$ cat src/rtl/keypad_pkg.sv
// ---------------------------------------------------------------------------
// keypad_pkg
// Shared definitions for the keypad emulator:
//   keyState_t     - emulator state machine encoding (IDLE / PRESS / RELEASE)
//   CNT_W          - width of the press / release cycle counters
//   CNT_MAX_INT    - largest value the counters can hold (they saturate there)
//   BOUNCE_WINDOW  - number of leading PRESS cycles subject to contact bounce
//   IDLE_ROW       - row value presented when no key is pressed
//   KEY_POS_TABLE  - key code -> {row index, column index} lookup
//   keyPos()       - helper that reads KEY_POS_TABLE
// ---------------------------------------------------------------------------
package keypad_pkg;

  typedef enum logic [1:0] {
    ST_IDLE    = 2'd0,
    ST_PRESS   = 2'd1,
    ST_RELEASE = 2'd2
  } keyState_t;

  localparam int          CNT_W         = 24;
  localparam int unsigned CNT_MAX_INT   = (32'd1 << CNT_W) - 32'd1;
  localparam int          BOUNCE_WINDOW = 32;
  localparam logic [3:0]  IDLE_ROW      = 4'hF;

  // Entry k holds {row[1:0], col[1:0]} for key code k.
  // Layout (rows top to bottom, columns c0..c3 left to right):
  //   r0: 1 2 3 A
  //   r1: 4 5 6 B
  //   r2: 7 8 9 C
  //   r3: 0 F E D
  // Packed so that entry 15 (key F) is the leftmost nibble.
  localparam logic [15:0][3:0] KEY_POS_TABLE = 64'hDEFB_73A9_8654_210C;

  // Returns {row index, column index} for a key code.
  function automatic logic [3:0] keyPos(input logic [3:0] key);
    return KEY_POS_TABLE[key];
  endfunction

endpackage

$ cat src/rtl/keypad_keymap.sv
// ---------------------------------------------------------------------------
// keypad_keymap
// Purely combinational key-position lookup.
// Ports:
//   i_keyCode [3:0] - key code 0x0..0xF
//   o_rowIdx  [1:0] - row index r of that key
//   o_colIdx  [1:0] - column index c of that key
// ---------------------------------------------------------------------------
module keypad_keymap
  import keypad_pkg::*;
(
  input  logic [3:0] i_keyCode,
  output logic [1:0] o_rowIdx,
  output logic [1:0] o_colIdx
);

  logic [3:0] w_pos;

  // Split the table entry into its row and column halves.
  always_comb begin
    w_pos    = keyPos(i_keyCode);
    o_rowIdx = w_pos[3:2];
    o_colIdx = w_pos[1:0];
  end

endmodule

$ cat src/rtl/keypad_emulator.sv
// ---------------------------------------------------------------------------
// keypad_emulator
// Emulates a 4x4 matrix keypad being pressed by a finger. A key request is
// accepted in IDLE, the key is held for PRESS_CYCLES clocks (min 1), then all
// keys are released for RELEASE_CYCLES clocks (min 1) before the next request.
// While pressed, the key's row line follows its column strobe with one clock
// of latency, the way a real switch would connect the two lines.
//
// Optional feature: define KEYPAD_EMU_BOUNCE_EN to add contact bounce during
// the first BOUNCE_WINDOW press cycles (the key reads released in every cycle
// whose press count has bit 2 set). Without the macro the press is clean.
//
// Ports:
//   clk             - clock, all state changes on rising edge
//   clr             - synchronous active-high reset
//   key_valid       - key request present on key_code
//   key_code  [3:0] - key to press (0x0..0xF)
//   key_ready       - high in IDLE; request accepted when valid & ready
//   col       [3:0] - active-low column strobes from the scanner
//   row       [3:0] - active-low row returns to the scanner (registered)
//   busy            - high while in PRESS or RELEASE
//   press_done      - one-cycle pulse in the first RELEASE cycle
// ---------------------------------------------------------------------------
module keypad_emulator
  import keypad_pkg::*;
#(
  parameter int PRESS_CYCLES   = 2000,
  parameter int RELEASE_CYCLES = 1000
) (
  input  logic       clk,
  input  logic       clr,
  input  logic       key_valid,
  input  logic [3:0] key_code,
  output logic       key_ready,
  input  logic [3:0] col,
  output logic [3:0] row,
  output logic       busy,
  output logic       press_done
);

  // Zero or negative lengths still give a one-cycle phase; lengths beyond
  // the counter range are clipped to the saturation value.
  localparam int unsigned PRESS_LEN   = (PRESS_CYCLES   < 1) ? 1 : PRESS_CYCLES;
  localparam int unsigned RELEASE_LEN = (RELEASE_CYCLES < 1) ? 1 : RELEASE_CYCLES;
  localparam logic [CNT_W-1:0] CNT_MAX      = CNT_W'(CNT_MAX_INT);
  localparam logic [CNT_W-1:0] PRESS_LAST   = ((PRESS_LEN - 1) > CNT_MAX_INT)
                                              ? CNT_MAX : CNT_W'(PRESS_LEN - 1);
  localparam logic [CNT_W-1:0] RELEASE_LAST = ((RELEASE_LEN - 1) > CNT_MAX_INT)
                                              ? CNT_MAX : CNT_W'(RELEASE_LEN - 1);

  keyState_t        r_state;
  logic [CNT_W-1:0] r_cnt;
  logic [1:0]       r_rowIdx;
  logic [1:0]       r_colIdx;
  logic [1:0]       w_keyRow;
  logic [1:0]       w_keyCol;
  logic [CNT_W-1:0] w_cntInc;

  keypad_keymap u_keymap (
    .i_keyCode (key_code),
    .o_rowIdx  (w_keyRow),
    .o_colIdx  (w_keyCol)
  );

  // Counter increment that sticks at the maximum instead of wrapping.
  assign w_cntInc = (r_cnt == CNT_MAX) ? r_cnt : r_cnt + 1'b1;

  // Row value for a pressed key: both lines are active low, so the pressed
  // row simply copies its column bit. Only the latched column bit matters,
  // which keeps non-one-hot strobes working.
  function automatic logic [3:0] pressRow(input logic [1:0] rIdx,
                                          input logic [1:0] cIdx,
                                          input logic [3:0] colIn);
    logic [3:0] v;
    v       = IDLE_ROW;
    v[rIdx] = colIn[cIdx];
    return v;
  endfunction

`ifdef KEYPAD_EMU_BOUNCE_EN
  // True for press counts in the bounce window whose bit 2 is set, giving
  // 4 cycles closed / 4 cycles open until the window ends.
  function automatic logic bounceOpen(input logic [CNT_W-1:0] cnt);
    return (cnt < CNT_W'(BOUNCE_WINDOW)) && cnt[2];
  endfunction
`endif

  // Main state machine. The counter holds the index of the current cycle
  // within PRESS or RELEASE, so a phase ends when it reaches its last index.
  // Row is computed from the state and count that the edge is moving into,
  // which keeps it low exactly during PRESS cycles and 4'hF otherwise.
  always_ff @(posedge clk) begin
    if (clr) begin
      r_state    <= ST_IDLE;
      r_cnt      <= '0;
      r_rowIdx   <= '0;
      r_colIdx   <= '0;
      row        <= IDLE_ROW;
      key_ready  <= 1'b1;
      busy       <= 1'b0;
      press_done <= 1'b0;
    end else begin
      press_done <= 1'b0;
      case (r_state)
        ST_IDLE: begin
          if (key_valid) begin
            r_state   <= ST_PRESS;
            r_cnt     <= '0;
            r_rowIdx  <= w_keyRow;
            r_colIdx  <= w_keyCol;
            row       <= pressRow(w_keyRow, w_keyCol, col);
            key_ready <= 1'b0;
            busy      <= 1'b1;
          end else begin
            row <= IDLE_ROW;
          end
        end

        ST_PRESS: begin
          if (r_cnt == PRESS_LAST) begin
            r_state    <= ST_RELEASE;
            r_cnt      <= '0;
            row        <= IDLE_ROW;
            press_done <= 1'b1;
          end else begin
            r_cnt <= w_cntInc;
`ifdef KEYPAD_EMU_BOUNCE_EN
            if (bounceOpen(w_cntInc)) begin
              row <= IDLE_ROW;
            end else begin
              row <= pressRow(r_rowIdx, r_colIdx, col);
            end
`else
            row <= pressRow(r_rowIdx, r_colIdx, col);
`endif
          end
        end

        ST_RELEASE: begin
          row <= IDLE_ROW;
          if (r_cnt == RELEASE_LAST) begin
            r_state   <= ST_IDLE;
            r_cnt     <= '0;
            key_ready <= 1'b1;
            busy      <= 1'b0;
          end else begin
            r_cnt <= w_cntInc;
          end
        end

        default: begin
          r_state   <= ST_IDLE;
          r_cnt     <= '0;
          row       <= IDLE_ROW;
          key_ready <= 1'b1;
          busy      <= 1'b0;
        end
      endcase
    end
  end

endmodule

$ cat config.mk
export PLATFORM = sky130hd
export DESIGN_NAME = keypad_emulator
export DESIGN_NICKNAME = d
export VERILOG_FILES = /design/src/rtl/keypad_pkg.sv /design/src/rtl/keypad_keymap.sv /design/src/rtl/keypad_emulator.sv
export SDC_FILE = /design/constraint.sdc
export NUM_CORES = 1
export LEC_CHECK = 0
export CORE_MARGIN = 10
export CORE_UTILIZATION = 50
export DETAILED_ROUTE_END_ITERATION = 12
export GPL_TIMING_DRIVEN = 0
export PLACE_DENSITY = 0.79
export SYNTH_ARGS = -nofsm -noshare
export SYNTH_HDL_FRONTEND = slang
export SYNTH_HIERARCHICAL = 1
export SYNTH_SLANG_ARGS = --single-unit
$ cat constraint.sdc
create_clock -name clk -period 2.54 [get_ports clk]
set_clock_uncertainty 0.05 [all_clocks]
set_input_delay 0.254 -clock clk [delete_from_list [all_inputs] [get_ports clk]]
set_output_delay 0.254 -clock clk [all_outputs]
set_load 0.01 [all_outputs]
# --- Word-level counts from Yosys, hierarchy flattened ---
# Memories as Yosys holds them, arrays and structs flattened.
# Cells that the tools add are included.
# Widths: inputs -> output; s select.
word_totals:
  ff_bits: 37
  mem_bits_ro: 64
  in_bits: 11
  out_inout_bits: 7
  wordCells: 65
  n_memories: 1
classes:
  add_sub_neg: 1
  order_cmp: 7
  n_eq_ne: 8
  muxes: 28
  bitwise: 5
  n_reduce_logical: 7
mem_list:
  columns: ["memory", "depth", "word_bits", "rd", "rd_ports_with_merged_regs", "wr", "line_no", "rtl"]
  rows:
  - ["(no name shown)", 16, 4, 1, 0, 0, "keypad_pkg.sv:36", "return KEY_POS_TABLE[key];"]
op_table:
  columns: ["cell", "count"]
  rows:
  - ["$mux 24", 4]
  - ["$pmux 24 s3", 1]
  - ["$add 24x1->24 const B", 1]
  - ["$eq 24x10->1 const B", 1]
  - ["$eq 24x11->1 const B", 1]
  - ["$eq 24x24->1 const B", 1]
  - ["$lt 2x3->1 const B", 4]
  - ["$mux 4", 3]
  - ["$mux 1", 9]
  - ["$not 4->4", 2]
  - ["$or 4x4->4", 2]
  - ["$pmux 4 s2", 1]
  - ["$mux 2", 3]
  - ["$ne 2x2->1 const B", 3]
  - ["$pmux 1 s3", 2]
  - ["$pmux 2 s3", 1]
  - ["$reduce_and 3->1", 2]
  - ["$lt 4x5->1 const B", 1]
  - ["$bmux 1 s2", 2]
  - ["$demux 1 s2", 2]
  - ["$ge 2x1->1 const B", 2]
  - ["$eq 2x1->1 const B", 1]
  - ["$eq 2x2->1 const B", 1]
  - ["$logic_and 1x1->1", 2]
  - ["4 further kinds", 4]

# --- Depth between registers and ports, before layout ---
# Gate-level depths: netlist (run 1).
logic_depth:
  depth_word: 10
  ltp_mapped: 9
  mapped_depth_nobuf: 8

# --- Hierarchy ---
# The synthesis (run 1) kept the hierarchy.
modules_own_cells:
  columns: ["module", "instances", "cells_per_inst", "area_each_um2", "seq_area_each_um2"]
  rows:
  - ["keypad_emulator", 1, 266, 2125.8, 740.7]
  - ["keypad_keymap", 1, 18, 123.9, 0.0]

# --- Worst setup path after synthesis (run 1) ---
# OpenSTA, ideal clock, no wires.
synth_timing:
  path_kind: "register -> register"
  startpoint: "register r_cnt[0]"
  endpoint: "register r_cnt[11]"
  setup_ns: 0.125
  arrival_ns: 2.006
  required_time_ns: 2.365
  path_slack_ns: 0.358
  stages_incl_launch_ff: 10
  n_path_buf: 2
  period_less_slack_ns: 2.182
  path_cell_list: "dfxtp_1 -> ha_1 -> buf_2 -> nor4b_1 -> nand3_1 -> o41ai_4 -> a21oi_2 -> buf_6 -> a21oi_2 -> o22ai_1"
synth_between:
  elab_chain_cells: 4
  elab_cells_between_ends: 8
  cone_classes: "1 x add/sub; 3 x eq/ne; 4 x mux"
synth_lines:
  columns: ["element", "line_no", "rtl"]
  rows:
  - ["start, declared", "keypad_emulator.sv:52", "logic [CNT_W-1:0] r_cnt;"]
  - ["start signal, assigned", "keypad_emulator.sv:126", "r_cnt <= w_cntInc;"]
  - ["start signal, assigned", "keypad_emulator.sv:147", "r_cnt <= w_cntInc;"]
  - ["$add 24x1->24 / $eq 24x24->1 (equally long branches)", "keypad_emulator.sv:66", "assign w_cntInc = (r_cnt == CNT_MAX) ? r_cnt : r_cnt + 1'b1;"]
  - ["$mux 24", "keypad_emulator.sv:66", null]
  - ["$mux 24 (on tied branches)", "keypad_emulator.sv:141, keypad_emulator.sv:120", null]
  - ["$pmux 24 s3 (*)", "keypad_emulator.sv:104", "case (r_state)"]
# Mark *: on every way between the ends. The rest lies on a longest branch, timed or not.
# A chain may end at the register's enable or synchronous reset.

# --- Final worst setup path (run 1) ---
layout_timing:
  startpoint: "register r_cnt[0]"
  endpoint: "register r_cnt[21]"
# The elaborated chain is that of the path after synthesis.

==> results of run 1 <==
[layout make-up]
class | count | area, um^2 | area share, %
Clock buffer | 8 | 80.1 | 3.11
Multi-Input combinational cell | 213 | 1390 | 54.2
Buffer | 15 | 82.6 | 3.21
Tap cell | 52 | 65.1 | 2.53
Inverter | 19 | 71.3 | 2.77
Timing Repair Buffer | 14 | 138 | 5.35
Sequential cell | 37 | 741 | 28.8
[layer usage]
| metal | wire, um | vias to the layer above | track usage (%) |
|---|---|---|---|
| met2 | 2350 | 69 | 23.5 |
| met1 | 2490 | 992 | 19.1 |
| met5 | 0 | - | 0 |
| li1 | - | 1095 | - |
| met3 | 393 | 9 | 2.81 |
| met4 | 84 | 0 | 7.07 |
[power by group]
part | switching [mW] | total (mW) | internal (mW)
clock | 0.198 | 0.393 | 0.195
combinational | 0.0937 | 0.172 | 0.0787
sequential | 0.00940 | 0.605 | 0.596
total | 0.301 | 1.17 | 0.869
[kinds of logic after synthesis]
family	Yosys count
simple gates	139
fa+ha+maj	4
mux	4
buf+inv	34
flops	37
compound gates	65
xor+xnor	1
[worst min-delay path by stage]
stage	end	cells after the start
finish	r_colIdx[1]	4
global route	r_rowIdx[0]	2
CTS	r_colIdx[0]	2
detailed placement	key_ready	1
global placement	key_ready	1
floorplan	r_colIdx[1]	2
[cell usage in the layout, fill, tap and decap left out, drive strengths merged, types with 5 or more instances in the layout]
cell | netlist | routed
nand2 | 30 | 30
a21oi | 23 | 23
nand4 | 10 | 10
nor2b | 5 | 5
o21ai | 17 | 17
or3 | 14 | 14
clkdlybuf4s50 | 0 | 13
inv | 19 | 19
nor3 | 8 | 8
o211ai | 5 | 5
nor4 | 5 | 5
dfxtp | 37 | 37
nand3 | 38 | 38
buf | 8 | 9
nor2 | 9 | 9
clkbuf | 7 | 15
or4 | 6 | 6
[state kept, by name, indices dropped and copies added, names as in the netlist]
register / flops
key_ready: 1
busy: 1
row: 4
r_colIdx: 2
r_state: 2
r_rowIdx: 2
r_cnt: 24
press_done: 1
[worst min-delay path, delay by kind of cell]
kind,cells,cell delay (ns)
AOI/OAI and AO/OA,2,0.17
buffers and inverters,1,0.10
and+or+nand+nor,1,0.08
[repair_timing]
item	in CTS	in global routing
buffers inserted	1	0
setup endpoints to repair	8	27
endpoints found under the hold margin	0	0
pin swaps	1	1
gates resized for setup	0	6
[per-stage QoR]
stage,instances,hold slack (ns)
2_1_floorplan,284,0.391
3_3_place_gp,349,0.389
3_5_place_dp,349,0.401
4_1_cts,358,0.319
5_1_grt,358,0.346
6_report,358,0.315
==> run_results.csv, run 1 <==
group,metric,value,unit
outcome,status,"complete, no violations",
cells_and_area,design_area,2570,um^2
clocking,cts.clk_slew.worst_paths,0.07,ns
place,pre_cts_ws,-0.250,ns
pwr,vdd_drop_max,0.000381,V
cells_and_area,drive_above_1_share,11.8,%
clocking,clock_latency,0.29,ns
global_routing,antenna_found_initial,0,
sta,fin_crit_sh,93.8,%
sta,fin_ws,0.158,ns
critical_path,slowest_stage,"o41a_1",
synthesis,synth_edf_count,0,
cells_and_area,fin_util,59.1,%
critical_path,timing.rr.start,"r_cnt[0]",
place,port_buffers,13,
synthesis,syn-cell-area,2250,um^2
synthesis,yosys.area.top_type,"dfxtp_1",
critical_path,path_cells,"ha_1 > buf_2 > nor4b_2 > nand3_1 > buf_4 > o41a_1 > o21ai_2 > buf_4 > nor3_1 > a2bb2oi_1",
global_routing,grt_pass1_vias,2046,
cells_and_area,diodes,0,
synthesis,synthMuxAreaShare,2.89,%
die,die_x,87.1,um
clocking,numCtsBuffers,5,
hold_path,hp-class,"in2reg",
sta,slew_headroom,58.4,%
synthesis,syn_avg_cell_area,7.92,um^2
synthesis,ys_seq_area_share,32.9,%
critical_path,startpoint_type,"flop",
pwr,p_leak,0.810,nW
clocking,cts_hold_buf,0,
flow_run,drv_cap,0,
critical_path,max_stage_delay,0.40,ns
synthesis,synth_compound_area_share,20.2,%
drt,firstDrtPassIters,4,
critical_path,cp_top_family,"compound AO/OA/AOI/OAI gates",
critical_path,crit_top_cell,"buf_4",
synthesis,synth_ff_type,"dfxtp_1",
synthesis,synthSimpleGateAreaFrac,34.5,%
die,rows,24,
synthesis,synth_top_family_by_area,"simple AND/OR/NAND/NOR gates",
drt,viasPerCell,6.05,
synthesis,netlist_instances,284,
clocking,cts_buffer_depth,2,
clocking,cts_max_level,2,
die,io_pins,18,
global_routing,grt_usage,15.0,%
drt,drc,0,
synthesis,netlist.area_leader.share,32.9,%
cells_and_area,fill_cells,387,
critical_path,ff2ff_setup_slack,0.16,ns
die,start_util,51.7,%
die,core,4350,um^2
pwr,p_per_area,455,nW/um^2
synthesis,synthTopCellsByCount,"dfxtp_1, nand3_1, nand2_1",
synthesis,yosys.area_share.adder,2.22,%
die,dieArea,7580,um^2
synthesis,ys_types,57,
cells_and_area,nets,320,
drt,via_count,2165,
place,dpl_cell_area,2440,um^2
drt,drt_wl_total,5.31,mm
critical_path,worstRegToRegCells,10,
synthesis,synth_xor_area_share,0.389,%
drt,drt-initial-drc-count,259,
sta,rsz0062_at_grt,"true",
global_routing,grt_overflow_total,0,
sta,fmax,420,MHz
critical_path,cp_data_arrival_time,2.50,ns
drt,antenna_left,0,
sta,setup-tns-final,0,ns
die,fp.dieH,87.1,um
critical_path,crit_path_end_kind,"flop",
critical_path,reg2reg_to,"r_cnt[21]",
drt,routedWlPerCell,14.8,um
place,routabilityCongestion,0.897,
critical_path,cp-startpoint,"r_cnt[0]",
synthesis,synth_fp_nets,299,
critical_path,cp_max_fo,10,
global_routing,grt_pass1_wl,9.34,mm
sta,slew_violations,0,
critical_path,critPathRequiredTime,2.66,ns
critical_path,cp.depth,10,
synthesis,yosysWarningCount,6,
hold_path,hold_start,"key_code[0]",
critical_path,endpoint,"r_cnt[21]",
critical_path,critical_path_class,"reg2reg",
critical_path,timing.critical_path.buf_inv,3,
sta,hold_viol,0,
sta,tightest_slew,0.622,ns
clocking,cts_sinks,37,
synthesis,async_reset_ff_share,0,%
clocking,cts_tree,"done",
pwr,p_total,1.17,mW
synthesis,synth_area_leaders,"dfxtp_1, nand3_1, nand2_1, a21oi_1, or3_1",
sta,period_needed,2.38,ns
clocking,cts-root-buf,"clkbuf_8",
sta,setup_viol,0,
global_routing,grt_max_degree,11,
cells_and_area,syn_to_final_growth,14.3,%
place,dp_hpwl,3.81,mm
synthesis,ys_seq_elements,37,
(Power assumes the default switching activity.)
==> run 2, diff against run 1 <==
--- a/config.mk
+++ b/config.mk
@@ -9,7 +9,7 @@
 export CORE_UTILIZATION = 50
 export DETAILED_ROUTE_END_ITERATION = 12
 export GPL_TIMING_DRIVEN = 0
-export PLACE_DENSITY = 0.79
+export PLACE_DENSITY = 0.7
 export SYNTH_ARGS = -nofsm -noshare
 export SYNTH_HDL_FRONTEND = slang
 export SYNTH_HIERARCHICAL = 1
==> run_results.csv, run 2 (synthesized netlist as in run 1, its figures left out) <==
group,metric,value,unit
place,dp_hpwl,3.95,mm
clocking,numCtsBuffers,5,
pwr,comb_power_share,14.9,%
clocking,cts_max_level,2,
cells_and_area,regMostFlops,"r_cnt",
global_routing,grt_usage,14.7,%
place,dpl.cell_count,349,
global_routing,grt.busiest_layer,"met2",
drt,routedWlPerCell,15.3,um
drt,drt_wl_total,5.46,mm
sta,slew_headroom,63.6,%
clocking,cts-root-buf,"clkbuf_8",
sta,rsz0062_at_grt,"false",
pwr,internal_power,0.855,mW
sta,period_needed,2.39,ns
sta,setup_viol,0,
place,pre_cts_ws,-0.316,ns
global_routing,grt_pass1_vias,1911,
pwr,switchingPower,0.305,mW
cells_and_area,syn_to_final_growth,14.2,%
global_routing,grt_use_met3,3.56,%
sta,slew_violations,0,
pwr,seq_power_share,52.1,%
cells_and_area,reg.largest.list,"r_cnt x24, row x4",
die,core,4350,um^2
sta,fmax,418,MHz
global_routing,grt_overflow_total,0,
sta,hold_viol,0,
critical_path,cp_data_arrival_time,2.51,ns
die,fp.dieH,87.1,um
die,dieArea,7580,um^2
cells_and_area,nets,320,
place,dpl_cell_area,2440,um^2
pwr,p_per_area,451,nW/um^2
cells_and_area,fin_util,59.0,%
hold_path,hold_start,"clr",
place,routabilityCongestion,0.910,
cells_and_area,drive_above_1_share,12.2,%
die,rows,24,
pwr,swShare,26.3,%
drt,antenna_left,0,
global_routing,grt_util_met2,21.4,%
critical_path,cp_max_fo,10,
clocking,cts.clk_slew.worst_paths,0.07,ns
global_routing,antenna_found_initial,0,
global_routing,globalRouteMet1Util,20.9,%
flow_run,drv_cap,0,
cells_and_area,diodes,0,
pwr,p_total,1.16,mW
global_routing,grt_pass1_wl,9.21,mm
outcome,status,"complete, no violations",
cells_and_area,final-instance-count-excl-fill,356,
global_routing,grt_max_degree,11,
hold_path,holdPathStages,2,
sta,fin_ws,0.149,ns
clocking,cts_sinks,37,
die,io_pins,18,
drt,via_count,2145,
hold_path,hold_end,"r_colIdx[1]",
place,port_buffers,13,
cells_and_area,final_cell_mix,"nand3_1, dfxtp_1, nand2_1, inv_1, a21oi_1",
critical_path,crit_path_end_kind,"flop",
critical_path,cp-startpoint,"r_cnt[1]",
critical_path,ff2ff_setup_slack,0.15,ns
drt,viasPerCell,6.03,
cells_and_area,design_area,2570,um^2
drt,drt-initial-drc-count,215,
drt,drc,0,
critical_path,startpoint_type,"flop",
clocking,clock_latency,0.29,ns
pwr,vdd_drop_max,0.000248,V
sta,hold_ws,0.337,ns
critical_path,reg2reg_to,"r_cnt[17]",
critical_path,critical_path_class,"reg2reg",
sta,tightest_slew,0.542,ns
pwr,p_leak,0.836,nW
clocking,cts_tree,"done",
drt,firstDrtPassIters,4,
critical_path,timing.rr.start,"r_cnt[1]",
clocking,cts_hold_buf,0,
pwr,pwr-share-clk,32.9,%
hold_path,hp-class,"in2reg",
die,die_x,87.1,um
critical_path,worstRegToRegCells,10,
sta,setup-tns-final,0,ns
critical_path,critPathRequiredTime,2.66,ns
clocking,cts_buffer_depth,2,
cells_and_area,largest_reg_flops,24,
sta,fin_crit_sh,94.1,%
die,start_util,51.7,%
==> run 2: what timing repair did <==
action	in CTS	in global routing
setup buffers	1	0
setup endpoints to repair	3	18
pin swaps	1	1
resized for setup	1	7
==> run 2: metal layers <==
metal	vias to the layer above	part of all wire, %
li1	1094	-
met1	984	50
met2	62	42
met3	5	6.9
met4	0	0.84
met5	-	0
==> run 2: how the worst max path moves through the flow <==
stage | endpoint | slack, ns | cells after the start
floorplan | r_cnt[11] | 0.36 | 9
global placement | row[3] | -0.25 | 7
detailed placement | row[3] | -0.32 | 7
CTS | r_cnt[11] | 0.08 | 10
global route | row[3] | 0.01 | 8
finish | r_cnt[17] | 0.15 | 10
==> run 2: layout make-up <==
class | count | area (um^2)
inverters | 19 | 71.3
plain buffers | 15 | 82.6
repair buffers | 14 | 140
multi-input cells | 213 | 1400
clock inverters | 1 | 5.00
clock buffers | 5 | 68.8
fillers | 408 | 1790
flip-flops and latches | 37 | 741
well taps | 52 | 65.1
==> run 2: critical path, cell delays in order (launching register included) <==
cell	delay, ns
dfxtp_1	0.37
ha_1	0.16
buf_2	0.20
nor4b_2	0.24
nand3_1	0.11
buf_4	0.18
o41a_1	0.42
o21ai_2	0.15
buf_4	0.19
or4_1	0.13
nand3_1	0.07
==> run 2: power groups by stage <==
stage | sequential [mW] | combinational, mW | clock, mW
after floorplan | 0.621 | 0.111 | 0
after global placement | 0.617 | 0.167 | 0
after detailed placement | 0.618 | 0.169 | 0
after CTS | 0.605 | 0.171 | 0.387
after global routing | 0.606 | 0.193 | 0.420
final | 0.605 | 0.173 | 0.382
==> run 3, diff against run 2 <==
--- a/config.mk
+++ b/config.mk
@@ -7,6 +7,7 @@
 export LEC_CHECK = 0
 export CORE_MARGIN = 10
 export CORE_UTILIZATION = 50
+export CTS_BUF_LIST = sky130_fd_sc_hd__clkbuf_4 sky130_fd_sc_hd__clkbuf_8 sky130_fd_sc_hd__clkbuf_16
 export DETAILED_ROUTE_END_ITERATION = 12
 export GPL_TIMING_DRIVEN = 0
 export PLACE_DENSITY = 0.7
==> results of run 3 <==
No change in the layout: final DEF, timing and power equal those of run 2.
==> RTL change, RTL diff (settings of run 2) <==
The package constant `CNT_W` goes from 24 to 23.
--- a/src/rtl/keypad_pkg.sv
+++ b/src/rtl/keypad_pkg.sv
@@ -19,3 +19,3 @@
 
-  localparam int          CNT_W         = 24;
+  localparam int          CNT_W         = 23;
   localparam int unsigned CNT_MAX_INT   = (32'd1 << CNT_W) - 32'd1;
Function: no difference found for any inputs over 10 cycles, from zero or initial values; that may be too few to reach the edited logic, so the function may still have changed.
==> RTL change against run 2 <==
- sequential cell count fell by 1
- die area fell by 3.3%
- final area fell by 3.6%
- first-iteration DRC count fell by 19%
- total power fell by 0.51%
- wire length fell by 3.4%
- worst setup slack got worse by 0.0029 ns
- synthesized area fell by 4.3%
- sequential power fell by 3%
==> RTL change: results (changes against run 2) <==
status: "finished, final reports clean"
cts_resized: 2  # +1
drt_iter0_drc: 174  # -19%
cpLargestDelayFamily: "compound AO/OA/AOI/OAI gates"
dpl_cell_area_mm2: 0.00235  # -3.7%
n_fill_cell: 370  # -9.3%
r2r_start: "r_cnt[0]$_SDFFE_PP0P_"
cpMaxStageDelayCell: "dfxtp_1"
min-delay-start: "key_code[0]"
p_switching_mw: 0.306  # +0.41%
ff_latch_area_um2: 721  # -2.7%
clock_buffers: 6  # +1
leakage_nw: 0.883  # +5.6%
endpoint: "r_cnt[20]$_SDFFE_PP0P_"
use_met1: 0.203  # -0.00581
gr-usage-met2: 0.204  # -0.0102
async_flop_share: 0  # unchanged
post-cts-setup-buffers: 2  # +1
placedCellCount: 314  # -10%
fin_nets: 288  # -10%
period_needed_ns: 2.39  # +0.00294 ns
grt_pass1_vias: 1848  # -3.3%
clockRootBuffer: "clkbuf_8"
syn-num-nets: 265  # -11%
maxSlewHeadroom: 0.424  # -0.212
n_all_inverters: 7  # -12
ys_types: 56  # -1.8%
drive_above_1_share: 0.132  # +0.0102
bufAreaShareNonClock: 0.0940  # +0.00728
synth_area_leaders: "dfxtp_1 (33%), a21oi_1 (5.3%), a31oi_1 (4.7%)"
wl_met1_um: 2570  # -6.1%
grt_usage: 0.145  # -0.00176
reg.largest.list: "r_cnt x23, row x4"
seq_area_frac: 0.291  # +0.00270
vias: 2026  # -5.5%
cp_slowest_stage_delay_ns: 0.40  # -0.02 ns
syn_avg_cell_area_um2: 8.61  # +8.7%
gp_congestion: 0.874  # -3.9%
multi_input_cells: 195  # -8.5%
dp_hpwl_um: 3780  # -4.2%
clock_sinks: 36  # -2.7%
finalWirelength_um: 5270  # -3.4%
critPathArrivalTime_ns: 2.53  # +0.02 ns
io_buffers: 14  # +1
post-place-ws_ns: -0.423  # -0.107 ns
clk_latency_ns: 0.29  # about the same
clk_share: 0.0313  # +0.00259
path_clk_slew_ns: 0.07  # about the same
vdd_ir_drop_max_mv: 0.430  # +73%
worstHoldPathCells: 4  # +2
seq_area_frac_synth: 0.335  # +0.00563
ys_top_cells_by_count: "dfxtp_1 (36), nand2_1 (24), a21oi_1 (23)"
buffers: 28  # -3.4%
met3_usage: 0.0378  # +0.00226
multi_input_area_mm2: 0.00136  # -2.8%
grt_pass1_wl_um: 8900  # -3.4%
wl_met2_um: 2220  # -3.7%
dr_wl_met3_um: 390  # +4.3%
post_drt_wl_per_cell_um: 16.3  # +6.4%
## RTL change: cell types whose count changed in the layout (fill, tap and decap cells not counted), sizes merged, moves of 4 or more
cell           run 2  this run
a31oi              1        16
nand3             38        18
o21ai             17         8
o211ai             5         1
nand2             30        24
and4               1         5
or3               14         0
nor2               9        15
nor3               8         3
inv               19         7
nand2b             3        10
or4                6         0
## RTL change: logic make-up after synthesis
family	synth area share
and+or+nand+nor	0.310
AOI/OAI and AO/OA	0.261
muxes	0.0256
DFF	0.335
adders and majority gates	0.0233
buffers and inverters	0.0453
## RTL change: power by group through the flow
stage | registers [mW] | logic [mW] | clock network (mW)
after floorplan | 0.605 | 0.109 | 0
after global placement | 0.601 | 0.168 | 0
after detailed placement | 0.602 | 0.169 | 0
after CTS | 0.589 | 0.174 | 0.393
after global routing | 0.591 | 0.196 | 0.417
final | 0.589 | 0.177 | 0.388
